## src/rtl/bc_out_port_pkg.sv

```systemverilog
// Shared definitions for the Basic Computer output port and its future input-port peer.
package bc_out_port_pkg;

    typedef enum logic [1:0] {
        S_IDLE  = 2'd0,
        S_START = 2'd1,
        S_DATA  = 2'd2,
        S_STOP  = 2'd3
    } state_t;

    localparam int BC_DEFAULT_CLKS_PER_BIT = 16;

    // Serial line level for a given frame phase.
    function automatic logic tx_level(input state_t s, input logic [7:0] d, input logic [2:0] idx);
        logic v;
        case (s)
            S_START: v = 1'b0;
            S_DATA:  v = d[idx];
            default: v = 1'b1;
        endcase
        return v;
    endfunction

endpackage

```

## src/rtl/bc_out_port_baud_gen.sv

```systemverilog
// Bit-period timer: pulses tick on the last clock of every CLKS_PER_BIT period while enabled.
module bc_baud_gen
    import bc_out_port_pkg::*;
#(
    parameter int CLKS_PER_BIT = BC_DEFAULT_CLKS_PER_BIT
) (
    input  logic clk,
    input  logic rst,
    input  logic en,
    output logic tick
);

    localparam logic [11:0] LP_LAST = 12'(CLKS_PER_BIT - 1);

    logic [11:0] r_cnt;
    logic        w_tick;

    assign w_tick = en && (r_cnt == LP_LAST);
    assign tick   = w_tick;

    always_ff @(posedge clk or posedge rst) begin
        if (rst) begin
            r_cnt <= 12'd0;
        end else if (!en) begin
            r_cnt <= 12'd0;
        end else if (w_tick) begin
            r_cnt <= 12'd0;
        end else begin
            r_cnt <= r_cnt + 12'd1;
        end
    end

endmodule

```

## src/rtl/bc_out_port.sv

```systemverilog
// Basic Computer output device: OUT loads OUTR, the byte goes out as an 8N1 frame on tx,
// and FGO returns high once the stop bit has fully left the line.
module bc_out_port
    import bc_out_port_pkg::*;
#(
    parameter int CLKS_PER_BIT = BC_DEFAULT_CLKS_PER_BIT
) (
    input  logic       clk,
    input  logic       rst,
    input  logic       outr_ld,
    input  logic [7:0] ac_in,
    output logic       FGO,
    output logic [7:0] OUTR,
    output logic       tx,
    output logic       busy,
    output logic       ovr
);

    state_t      r_state;
    state_t      w_next;
    logic [7:0]  r_outr;
    logic        r_fgo;
    logic        r_ovr;
    logic        r_tx;
    logic [2:0]  r_bit_idx;
    logic        r_stop_done;
    logic        w_tick;
    logic        w_accept;
    logic        w_baud_en;
    logic        w_tx_next;
    logic        w_busy;

    assign w_accept  = outr_ld && r_fgo;
    // tx lags the state by one clock, so STOP holds one extra cycle for the line to finish.
    assign w_baud_en = (r_state != S_IDLE) && !r_stop_done;

    bc_baud_gen #(
        .CLKS_PER_BIT(CLKS_PER_BIT)
    ) u_baud (
        .clk  (clk),
        .rst  (rst),
        .en   (w_baud_en),
        .tick (w_tick)
    );

    always_ff @(posedge clk or posedge rst) begin
        if (rst) begin
            r_state <= S_IDLE;
        end else begin
            r_state <= w_next;
        end
    end

    always_comb begin
        w_next = r_state;
        case (r_state)
            S_IDLE: begin
                if (w_accept) begin
                    w_next = S_START;
                end else begin
                    w_next = S_IDLE;
                end
            end
            S_START: begin
                if (w_tick) begin
                    w_next = S_DATA;
                end else begin
                    w_next = S_START;
                end
            end
            S_DATA: begin
                if (w_tick && (r_bit_idx == 3'd7)) begin
                    w_next = S_STOP;
                end else begin
                    w_next = S_DATA;
                end
            end
            S_STOP: begin
                if (r_stop_done) begin
                    w_next = S_IDLE;
                end else begin
                    w_next = S_STOP;
                end
            end
            default: w_next = S_IDLE;
        endcase
    end

    always_comb begin
        w_busy    = (r_state != S_IDLE);
        w_tx_next = tx_level(r_state, r_outr, r_bit_idx);
    end

    always_ff @(posedge clk or posedge rst) begin
        if (rst) begin
            r_outr      <= 8'h00;
            r_fgo       <= 1'b1;
            r_ovr       <= 1'b0;
            r_tx        <= 1'b1;
            r_bit_idx   <= 3'd0;
            r_stop_done <= 1'b0;
        end else begin
            r_tx        <= w_tx_next;
            r_stop_done <= (r_state == S_STOP) && w_tick;
            if (w_accept) begin
                r_outr    <= ac_in;
                r_fgo     <= 1'b0;
                r_bit_idx <= 3'd0;
            end else begin
                if ((r_state == S_STOP) && r_stop_done) begin
                    r_fgo <= 1'b1;
                end
                if ((r_state == S_DATA) && w_tick) begin
                    r_bit_idx <= r_bit_idx + 3'd1;
                end
            end
            // A load while the flag is low (including the edge it is being set) is dropped.
            if (outr_ld && !r_fgo) begin
                r_ovr <= 1'b1;
            end
        end
    end

    assign FGO  = r_fgo;
    assign OUTR = r_outr;
    assign tx   = r_tx;
    assign busy = w_busy;
    assign ovr  = r_ovr;

endmodule

```

## config.mk

```make
export PLATFORM = sky130hd
export DESIGN_NAME = bc_out_port
export DESIGN_NICKNAME = d
export VERILOG_FILES = /design/src/rtl/bc_out_port_pkg.sv /design/src/rtl/bc_out_port_baud_gen.sv /design/src/rtl/bc_out_port.sv
export SDC_FILE = /design/constraint.sdc
export NUM_CORES = 1
export LEC_CHECK = 0
export ABC_CLOCK_PERIOD_IN_PS = 2500
export CAP_MARGIN = 20
export CELL_PAD_IN_SITES_DETAIL_PLACEMENT = 0
export CELL_PAD_IN_SITES_GLOBAL_PLACEMENT = 1
export CORE_MARGIN = 8
export CORE_UTILIZATION = 42
export CTS_BUF_LIST = sky130_fd_sc_hd__clkbuf_8 sky130_fd_sc_hd__clkbuf_16
export DETAILED_ROUTE_END_ITERATION = 12
export PLACE_DENSITY_LB_ADDON = 0.1
export SLEW_MARGIN = 10
export SYNTH_ARGS = -nofsm -noshare
export SYNTH_HDL_FRONTEND = slang
export SYNTH_SLANG_ARGS = --single-unit
export TNS_END_PERCENT = 5
```

## constraint.sdc

```tcl
create_clock -name clk -period 2.5 [get_ports clk]
set_clock_uncertainty 0.2 [all_clocks]
set_input_delay 0.5 -clock clk [delete_from_list [all_inputs] [get_ports clk]]
set_output_delay 0.5 -clock clk [all_outputs]
set_load 0.02 [all_outputs]
```

==> flow_summary.ini <==
[run]
maxCapViolations = 0

[power]
cellLeakagePower_nw = 0.7574
seqPwrFrac_pct = 45.2
p_switching_uw = 234.5
comb_power_share_pct = 9.7
power.density_nw_per_um2 = 599.0
p_clk_share_pct = 45.1
peakVddDrop_v = 0.0002951
internal_power_uw = 869.6
switching_share_pct = 21.24

[placement]
pre_cts_ws_ns = 0.3552
hpwl_um = 2263
io_buffers = 22
globalplace.congestion = 0.7401

[clocking]
post_cts.repair.setup_buffers = 0
cts_buffers = 5
cts_root_buffer = clkbuf_8
htreeDepth = 2
cts_tree = done
cts.path.max_buffers = 2
hold_buffers = 0
cts.sink_count = 29
cts_resized = 0
cts.reportedPaths.clkPinSlew_ns = 0.06
clock_latency_ns = 0.28

[global_routing]
met2_usage_pct = 18.62
gr-usage-met3_pct = 5.459
use_met1_pct = 16.17
grt_pass1_vias = 1096
grt_max_degree = 16
antenna_found_initial = 0
grt_remaining_overflow = 0
grt_pass1_wl_um = 5347
grt_usage_pct = 12.80
busiest_layer = met2

[cells_and_area]
final_common_cell = dfrtp_1
diodes = 0
fin_nets = 164
area_growth_pct = 26.66
fill_cells = 321
most-common-layout-cells = dfrtp_1 (27), clkdlybuf4s50_1 (22), mux2_2 (9), nand2_1 (8)
drive_gt1_share_pct = 20.53

[floorplanning]
ioPinCount = 23
die_w_um = 74.86
core_region_area_sq_um = 3337
dieArea_sq_um = 5604
fp.dieH_um = 74.86
start_util_pct = 43.61
row_count = 21

[critical_path]
cp_cell_sequence = nor2_1 > inv_1 > clkdlybuf4s50_1
path_class = reg2out
cp_max_fo = 8
worst_ep_arrival_time_ns = 1.51
start_kind = register
end_kind = primary output
cp_slowest_stage_delay_ns = 0.60
slowest_stage = clkdlybuf4s50_1
required_ns = 1.80

[routing]
via_per_inst = 5.513
avgRoutedWirePerCell_um = 15.74
vias = 1086
drtAntennaViolNets = 0
drc_errors = 0
dr.pass1.iters = 4
drt-total-wl_um = 3100
drt-initial-drc-count = 55

[timing]
worst_slack_ns = 0.2927
finalHoldViolCount = 0
slew_headroom_pct = 63.47
fin_crit_sh_pct = 88.29
fin_crit_ns = 2.207
fin_tns_setup_ns = 0
final_max_slew_viol_count = 0
max_freq_mhz = 453.1
worstMarginPinSlew_ns = 0.5466
setup_viol_count_final = 0
rsz0062_at_grt = no

[logic_synthesis]
yosysSeqAreaShare_pct = 50.04
async_flop_share_pct = 100.0
synthesis.instances = 123
ys_seq_elements = 29
synth_enable_flop_cells = 0
synth_area_sq_um = 1455
synth_top_flop_cell = dfrtp_1
avgSynthCellArea_sq_um = 11.83
yosysWarnings = 0
synth.distinct_cells = 39
syn_nets = 137

[worst_hold_path]
hold_class = reg2reg

[run_status]
status = finished clean
-- worst max-delay path, delay by kind of cell (launching register included) --
family        cells  cell delay (ns)
buf+inv           2             0.67
simple gates      1             0.10
flops             1             0.46
-- registers in the layout (all words and copies together), names as in the netlist --
| signal | cells |
|---|---|
| r_stop_done | 1 |
| u_baud.r_cnt | 12 |
| r_state | 2 |
| ovr | 1 |
| FGO | 1 |
| tx | 1 |
| OUTR | 8 |
| r_bit_idx | 3 |
-- kinds of logic after synthesis --
family	after synthesis	share of synthesized area, %
AOI/OAI and AO/OA	22	11.78
xor gates and xnor gates	3	1.806
adders and majority gates	3	2.580
buffers and inverters	10	3.268
DFF	29	50.04
muxes	14	12.12
and+or+nand+nor	42	18.40
-- Yosys cell counts (2+ instances only) --
master	count	area share, %
dfstp_2	2	3.6
clkbuf_1	2	0.52
mux2i_1	3	2.1
nand3_1	3	1.0
inv_1	5	1.3
ha_1	3	2.6
or4_1	3	1.5
nor3b_1	2	1.0
a41oi_1	2	1.2
a211oi_1	5	2.6
dfrtp_1	27	46
o31ai_1	4	2.1
xnor2_1	2	1.2
o21ai_0	4	1.4
nor4_1	4	1.7
mux4_2	2	3.1
nand2_1	8	2.1
mux2_2	9	7.0
a211oi_2	3	2.6
nor3_1	4	1.4
nand4_1	2	0.86
and3_1	2	0.86
or3_1	2	0.86
nand2b_1	3	1.3
buf_2	2	0.69
nor2_1	2	0.52
-- through the flow --
step / cell area [sq um] / power (mW) / cells / hold slack, ns / utilization, %
finish: 1843 / 1.104 / 197 / 0.2735 / 55.23
global route: 1843 / 1.148 / 197 / 0.3027 / 55.23
CTS: 1843 / 1.118 / 197 / 0.2806 / 55.23
floorplan: 1455 / 0.5555 / 123 / 0.2793 / -
global placement: 1727 / 0.6157 / 189 / 0.2543 / 51.74
detailed placement: 1727 / 0.6180 / 189 / 0.2618 / 51.74
-- power groups by stage --
stage,combinational [mW],clock [mW],sequential [mW]
2_1_floorplan,0.0280,0,0.527
3_3_place_gp,0.108,0,0.507
3_5_place_dp,0.110,0,0.508
4_1_cts,0.110,0.509,0.499
5_1_grt,0.116,0.531,0.502
6_report,0.107,0.498,0.499
-- layer usage --
layer  part of all wire [%]  wire [um]
met3                    5.8        180
met5                      0          0
met2                     48       1492
met1                     44       1378
met4                    1.5         48
-- path summary, 6_finish.rpt --
kind / start / end / slack [ns] / cells after the start
setup / recovery: r_state[1] / busy / 0.29 / 3
hold / removal: ovr / ovr / 0.27 / 1
setup reg to reg: u_baud.r_cnt[4] / u_baud.r_cnt[8] / 0.47 / 4
hold reg to reg: ovr / ovr / 0.27 / 1
max in group asynchronous: rst / tx / 1.26 / 3
min in group asynchronous: rst / u_baud.r_cnt[2] / 0.30 / 2
-- layout make-up --
class / instances / area [sq um] / share of cell area, %
tap: 46 / 57.56 / 3.123
timing repair buffer: 25 / 242.7 / 13.17
multi-input combinational: 84 / 679.4 / 36.86
sequential: 29 / 728.2 / 39.51
clock inverter: 2 / 33.78 / 1.833
inverter: 5 / 18.77 / 1.018
clock buffer: 6 / 82.58 / 4.481
Note: power is estimated with default switching activity, not from simulation.
